<file path="config.mk">
export PLATFORM = sky130hd
export DESIGN_NAME = alu_share_arbiter
export DESIGN_NICKNAME = d
export VERILOG_FILES = /design/src/rtl/alu_share_arbiter.sv
export SDC_FILE = /design/constraint.sdc
export NUM_CORES = 1
export LEC_CHECK = 0
export ABC_CLOCK_PERIOD_IN_PS = 3300
export BUFFER_PORTS_ARGS = -buffer_cell sky130_fd_sc_hd__buf_2
export CAP_MARGIN = 15
export CORE_AREA = 2 2 122 124
export CTS_CLUSTER_SIZE = 16
export DETAILED_ROUTE_END_ITERATION = 16
export DIE_AREA = 0 0 124 126
export PLACE_DENSITY = 0.66
export SLEW_MARGIN = 20
export SYNTH_ARGS = -nofsm -noshare
export SYNTH_HDL_FRONTEND = slang
export SYNTH_SLANG_ARGS = --single-unit
</file>
<file path="constraint.sdc">
create_clock -name clk -period 3.3 [get_ports clk]
set_input_delay 0.165 -clock clk [delete_from_list [all_inputs] [get_ports clk]]
set_output_delay 0.165 -clock clk [all_outputs]
set_load 0.005 [all_outputs]
</file>
<file path="src/rtl/alu_share_arbiter.sv">
// Round-robin arbiter sharing one combinational ALU between two valid/ready requesters.
// Optional grant counters are compiled in with ALU_ARB_STATS_EN.
module alu_share_arbiter #(
    parameter int unsigned WIDTH = 32,
    parameter int unsigned SELW  = 4
`ifdef ALU_ARB_STATS_EN
    ,
    parameter int unsigned STATW = 16
`endif
) (
    input  logic             clk,
    input  logic             rst_n,
    input  logic             req0_valid,
    output logic             req0_ready,
    input  logic [WIDTH-1:0] req0_a,
    input  logic [WIDTH-1:0] req0_b,
    input  logic [SELW-1:0]  req0_sel,
    input  logic             req1_valid,
    output logic             req1_ready,
    input  logic [WIDTH-1:0] req1_a,
    input  logic [WIDTH-1:0] req1_b,
    input  logic [SELW-1:0]  req1_sel,
    output logic             resp0_valid,
    input  logic             resp0_ready,
    output logic [WIDTH-1:0] resp0_result,
    output logic             resp0_zero,
    output logic             resp1_valid,
    input  logic             resp1_ready,
    output logic [WIDTH-1:0] resp1_result,
    output logic             resp1_zero,
    output logic [WIDTH-1:0] alu_a,
    output logic [WIDTH-1:0] alu_b,
    output logic [SELW-1:0]  alu_sel,
    input  logic [WIDTH-1:0] alu_out,
    input  logic             alu_zero
`ifdef ALU_ARB_STATS_EN
    ,
    output logic [STATW-1:0] gnt0_cnt,
    output logic [STATW-1:0] gnt1_cnt
`endif
);

    localparam logic [1:0] S_IDLE = 2'd0;
    localparam logic [1:0] S_EXEC = 2'd1;
    localparam logic [1:0] S_RESP = 2'd2;

    logic [1:0]       state;
    logic [1:0]       state_nxt;
    logic             prio;
    logic             owner;
    logic             win;
    logic             acc;
    logic [WIDTH-1:0] res_q;
    logic             zero_q;

    // Winner selection, handshakes and next state
    always_comb begin
        state_nxt   = state;
        win         = prio;
        acc         = 1'b0;
        req0_ready  = 1'b0;
        req1_ready  = 1'b0;
        resp0_valid = 1'b0;
        resp1_valid = 1'b0;
        if (req0_valid && !req1_valid) begin
            win = 1'b0;
        end else if (!req0_valid && req1_valid) begin
            win = 1'b1;
        end
        case (state)
            S_IDLE: begin
                req0_ready = req0_valid && !win;
                req1_ready = req1_valid && win;
                acc        = req0_valid || req1_valid;
                if (acc) begin
                    state_nxt = S_EXEC;
                end
            end
            S_EXEC: state_nxt = S_RESP;
            S_RESP: begin
                resp0_valid = !owner;
                resp1_valid = owner;
                if (owner ? resp1_ready : resp0_ready) begin
                    state_nxt = S_IDLE;
                end
            end
            default: state_nxt = S_IDLE;
        endcase
    end

    // State, arbitration priority and ALU operand/result registers
    always_ff @(posedge clk or negedge rst_n) begin
        if (!rst_n) begin
            state   <= S_IDLE;
            prio    <= 1'b0;
            owner   <= 1'b0;
            alu_a   <= '0;
            alu_b   <= '0;
            alu_sel <= '0;
            res_q   <= '0;
            zero_q  <= 1'b0;
        end else begin
            state <= state_nxt;
            if (acc) begin
                owner   <= win;
                prio    <= !win;
                alu_a   <= win ? req1_a   : req0_a;
                alu_b   <= win ? req1_b   : req0_b;
                alu_sel <= win ? req1_sel : req0_sel;
            end
            if (state == S_EXEC) begin
                res_q  <= alu_out;
                zero_q <= alu_zero;
            end
        end
    end

    assign resp0_result = res_q;
    assign resp1_result = res_q;
    assign resp0_zero   = zero_q;
    assign resp1_zero   = zero_q;

`ifdef ALU_ARB_STATS_EN
    // Saturating per-requester grant counters
    always_ff @(posedge clk or negedge rst_n) begin
        if (!rst_n) begin
            gnt0_cnt <= '0;
            gnt1_cnt <= '0;
        end else if (acc) begin
            if (!win && (gnt0_cnt != '1)) begin
                gnt0_cnt <= gnt0_cnt + STATW'(1);
            end
            if (win && (gnt1_cnt != '1)) begin
                gnt1_cnt <= gnt1_cnt + STATW'(1);
            end
        end
    end
`endif

endmodule

</file>
==> flow_summary.yaml <==
run_status:
  status: "finished with violations"
  failed_checks: "negative hold slack"
global_routing:
  grt_max_degree: 78
  grt_use_total: 0.1734
  antenna_found_initial: 0
  grt_pass1_wl_mm: 20.54
  grt-ovfl-total: 0
  first_global_vias: 4072
routing:
  vias: 4105
  wire_per_inst_um: 17.28
  firstDrtPassIters: 4
  drt_wl_total_mm: 14.01
  route.detailed.drc: 0
  drt_iter0_markers: 161
  vias_per_cell: 5.062
  postRouteAntennaNets: 0
floorplanning:
  die_y_um: 126
  die_x_um: 124
  core_mm2: 0.01431
  dieArea_mm2: 0.01562
  io_pins: 313
  rows: 44
  initial_core_util: 0.3333
power:
  powerDensity_mw_per_mm2: 965.8
  p_int_mw: 4.136
  pwr-share-clk: 0.181
  peakVddDrop_mv: 0.3464
  power_switching_mw: 2.102
  power_frac_seq: 0.375
  switching_share: 0.3369
  leakage_nw: 3.287
  combPwrFrac: 0.445
sta:
  post-route-min-period_ps: 2360
  worst_slew_margin_rel: 0.3523
  setup_viol: 0
  clock_skew_ps: 6.276
  timing.fmax_ghz: 0.4237
  min_period_over_period: 0.7152
  tns_ps: 0
  finalHoldViolCount: 31
  rsz0062_at_grt: "no"
  slew_viol_final: 0
  worst_pin_slew_ps: 971.6
  whs_ps: -19.15
synthesis:
  synth_nets: 535
  synth_ff_type: "dfrtp_1"
  synth_top_area_frac: 0.5507
  syn_area_per_cell_um2: 13.25
  ys_seq_elements: 105
  yosys.cell_types.count: 17
  syn_area_mm2: 0.004771
  synth_common_cells: "dfrtp_1 (105), a221o_1 (68), o21a_1 (68)"
  synth_warnings: 0
  synthCells: 360
  synth_top_cell_by_area: "dfrtp_1"
  synth.most_common_cell: "dfrtp_1"
  synthTopCellsByArea: "dfrtp_1 (55%), a221o_1 (14%), o21a_1 (11%)"
  ys_async_sr_fraction: 1.000
  synth_enable_flop_cells: 0
  ys_seq_area_frac: 0.5507
final_layout:
  drive_gt1_frac: 0.5917
  area_growth_pct: 35.38
  nNetsFinal: 797
  antenna_cells: 0
  fin_area_mm2: 0.006459
  fillers: 1392
critical_path:
  r2r_slack_ps: 1330
  arrival_ps: 2200
  required_ps: 3130
  start_kind: "register"
  end_kind: "output port"
  path_cells: "nor2_1 -> and3_2 -> buf_4 -> buf_2"
  r2r_cells: 4
  path_delay_family: "buffers and inverters"
  r2r_end: "alu_a[25]$_DFFE_PN0P_"
  crit_type: "reg -> out"
  worstReg2RegStart: "state[0]$_DFFE_PN0P_"
  crit_fanout: 44
  crit_buf_inv: 2
  slowest_stage: "and3_2"
  slowest_delay_ps: 560
clock_network:
  clkTransAtPathRegs_ps: 70
  cts_resized: 0
  cts.htree.levels: 3
  cts_tree: "done"
  cts_buffers: 9
  root_buffer: "clkbuf_16"
  worst_skew_pair.late_latency_ps: 340
  clk_path_buf_depth: 2
  cts_hold_buffers: 0
  post_cts.repair.setup_buffers: 0
  cts.sinks: 105
placed_design:
  dp.final_hpwl_mm: 10.48
  gp_congestion: 0.8541
  numPortBuffers: 312
  placed_cell_area_mm2: 0.006146
run:
  maxCapViolCount: 0
worst_hold_path:
  holdCritPathClass: "in -> async"
==> worst max-delay path by stage <==
stage,cells past startpoint,to,from
finish,4,req1_ready,state[0]$_DFFE_PN0P_
global route,4,req1_ready,state[0]$_DFFE_PN0P_
CTS,4,req1_ready,state[0]$_DFFE_PN0P_
detailed placement,4,req1_ready,state[0]$_DFFE_PN0P_
global placement,4,req1_ready,state[0]$_DFFE_PN0P_
floorplan,5,alu_a[0]$_DFFE_PN0P_,state[0]$_DFFE_PN0P_
==> stage by stage <==
step,total power [mW],cells,util,setup WS (ps),hold slack [ps]
floorplan,4.312,360,-,1882,-130.6
global placement,5.081,795,0.4294,1355,370.9
detailed placement,5.185,795,0.4294,1320,381.3
CTS,6.336,811,0.4512,919.8,1.105
global route,6.711,811,0.4512,789.1,35.11
finish,6.238,811,0.4512,939.8,-19.15
==> sequential cells by signal (all words and copies together) (netlist names) <==
name / flops
alu_a: 32
alu_b: 32
alu_sel: 4
owner: 1
prio: 1
resp0_result: 32
resp0_zero: 1
state: 2
==> logic make-up (layout without fill, tap and decap cells) <==
logic type,after synthesis,in the layout,synth area share
AOI/OAI and AO/OA,139,139,0.2533
buffers and inverters,69,336,0.1018
DFF,105,105,0.5507
muxes,34,34,0.08025
and+or+nand+nor,13,13,0.01390
==> power by group through the flow <==
stage,logic [mW],registers [mW],clock network [mW]
final,2.77,2.34,1.13
after global placement,2.76,2.32,0
after floorplan,1.95,2.36,0
after CTS,2.82,2.34,1.17
after global routing,3.08,2.42,1.21
after detailed placement,2.83,2.36,0
==> layout by cell type, fill, tap and decap left out, drive strengths merged <==
cell type  instances
a221o             68
and3               2
buf              319
bufinv             2
clkbuf            11
clkinv             1
clkinvlp           2
dfrtp            105
inv                1
mux2              34
nand2              1
nand2b             4
nor2               5
o21a              68
o21ai              2
o21bai             1
or2                1
==> routing by layer <==
| layer | up-vias | global-route usage | part of all wire |
|---|---|---|---|
| met5 | - | 0 | 0 |
| met4 | 0 | 0.08790 | 0.028 |
| met3 | 29 | 0.04212 | 0.086 |
| met2 | 238 | 0.3116 | 0.52 |
| met1 | 1973 | 0.1862 | 0.37 |
| li1 | 1865 | - | - |
==> area by class of cell <==
type	instances	area, um2	area share
well taps	184	230.2	0.03565
inverters	1	3.754	0.0005812
flip-flops and latches	105	2628	0.4068
clock inverters	5	80.08	0.01240
repair buffers	319	1617	0.2503
multi-input cells	186	1668	0.2582
clock buffers	11	232.7	0.03603
No activity file was read; power rests on OpenSTA's default activity.
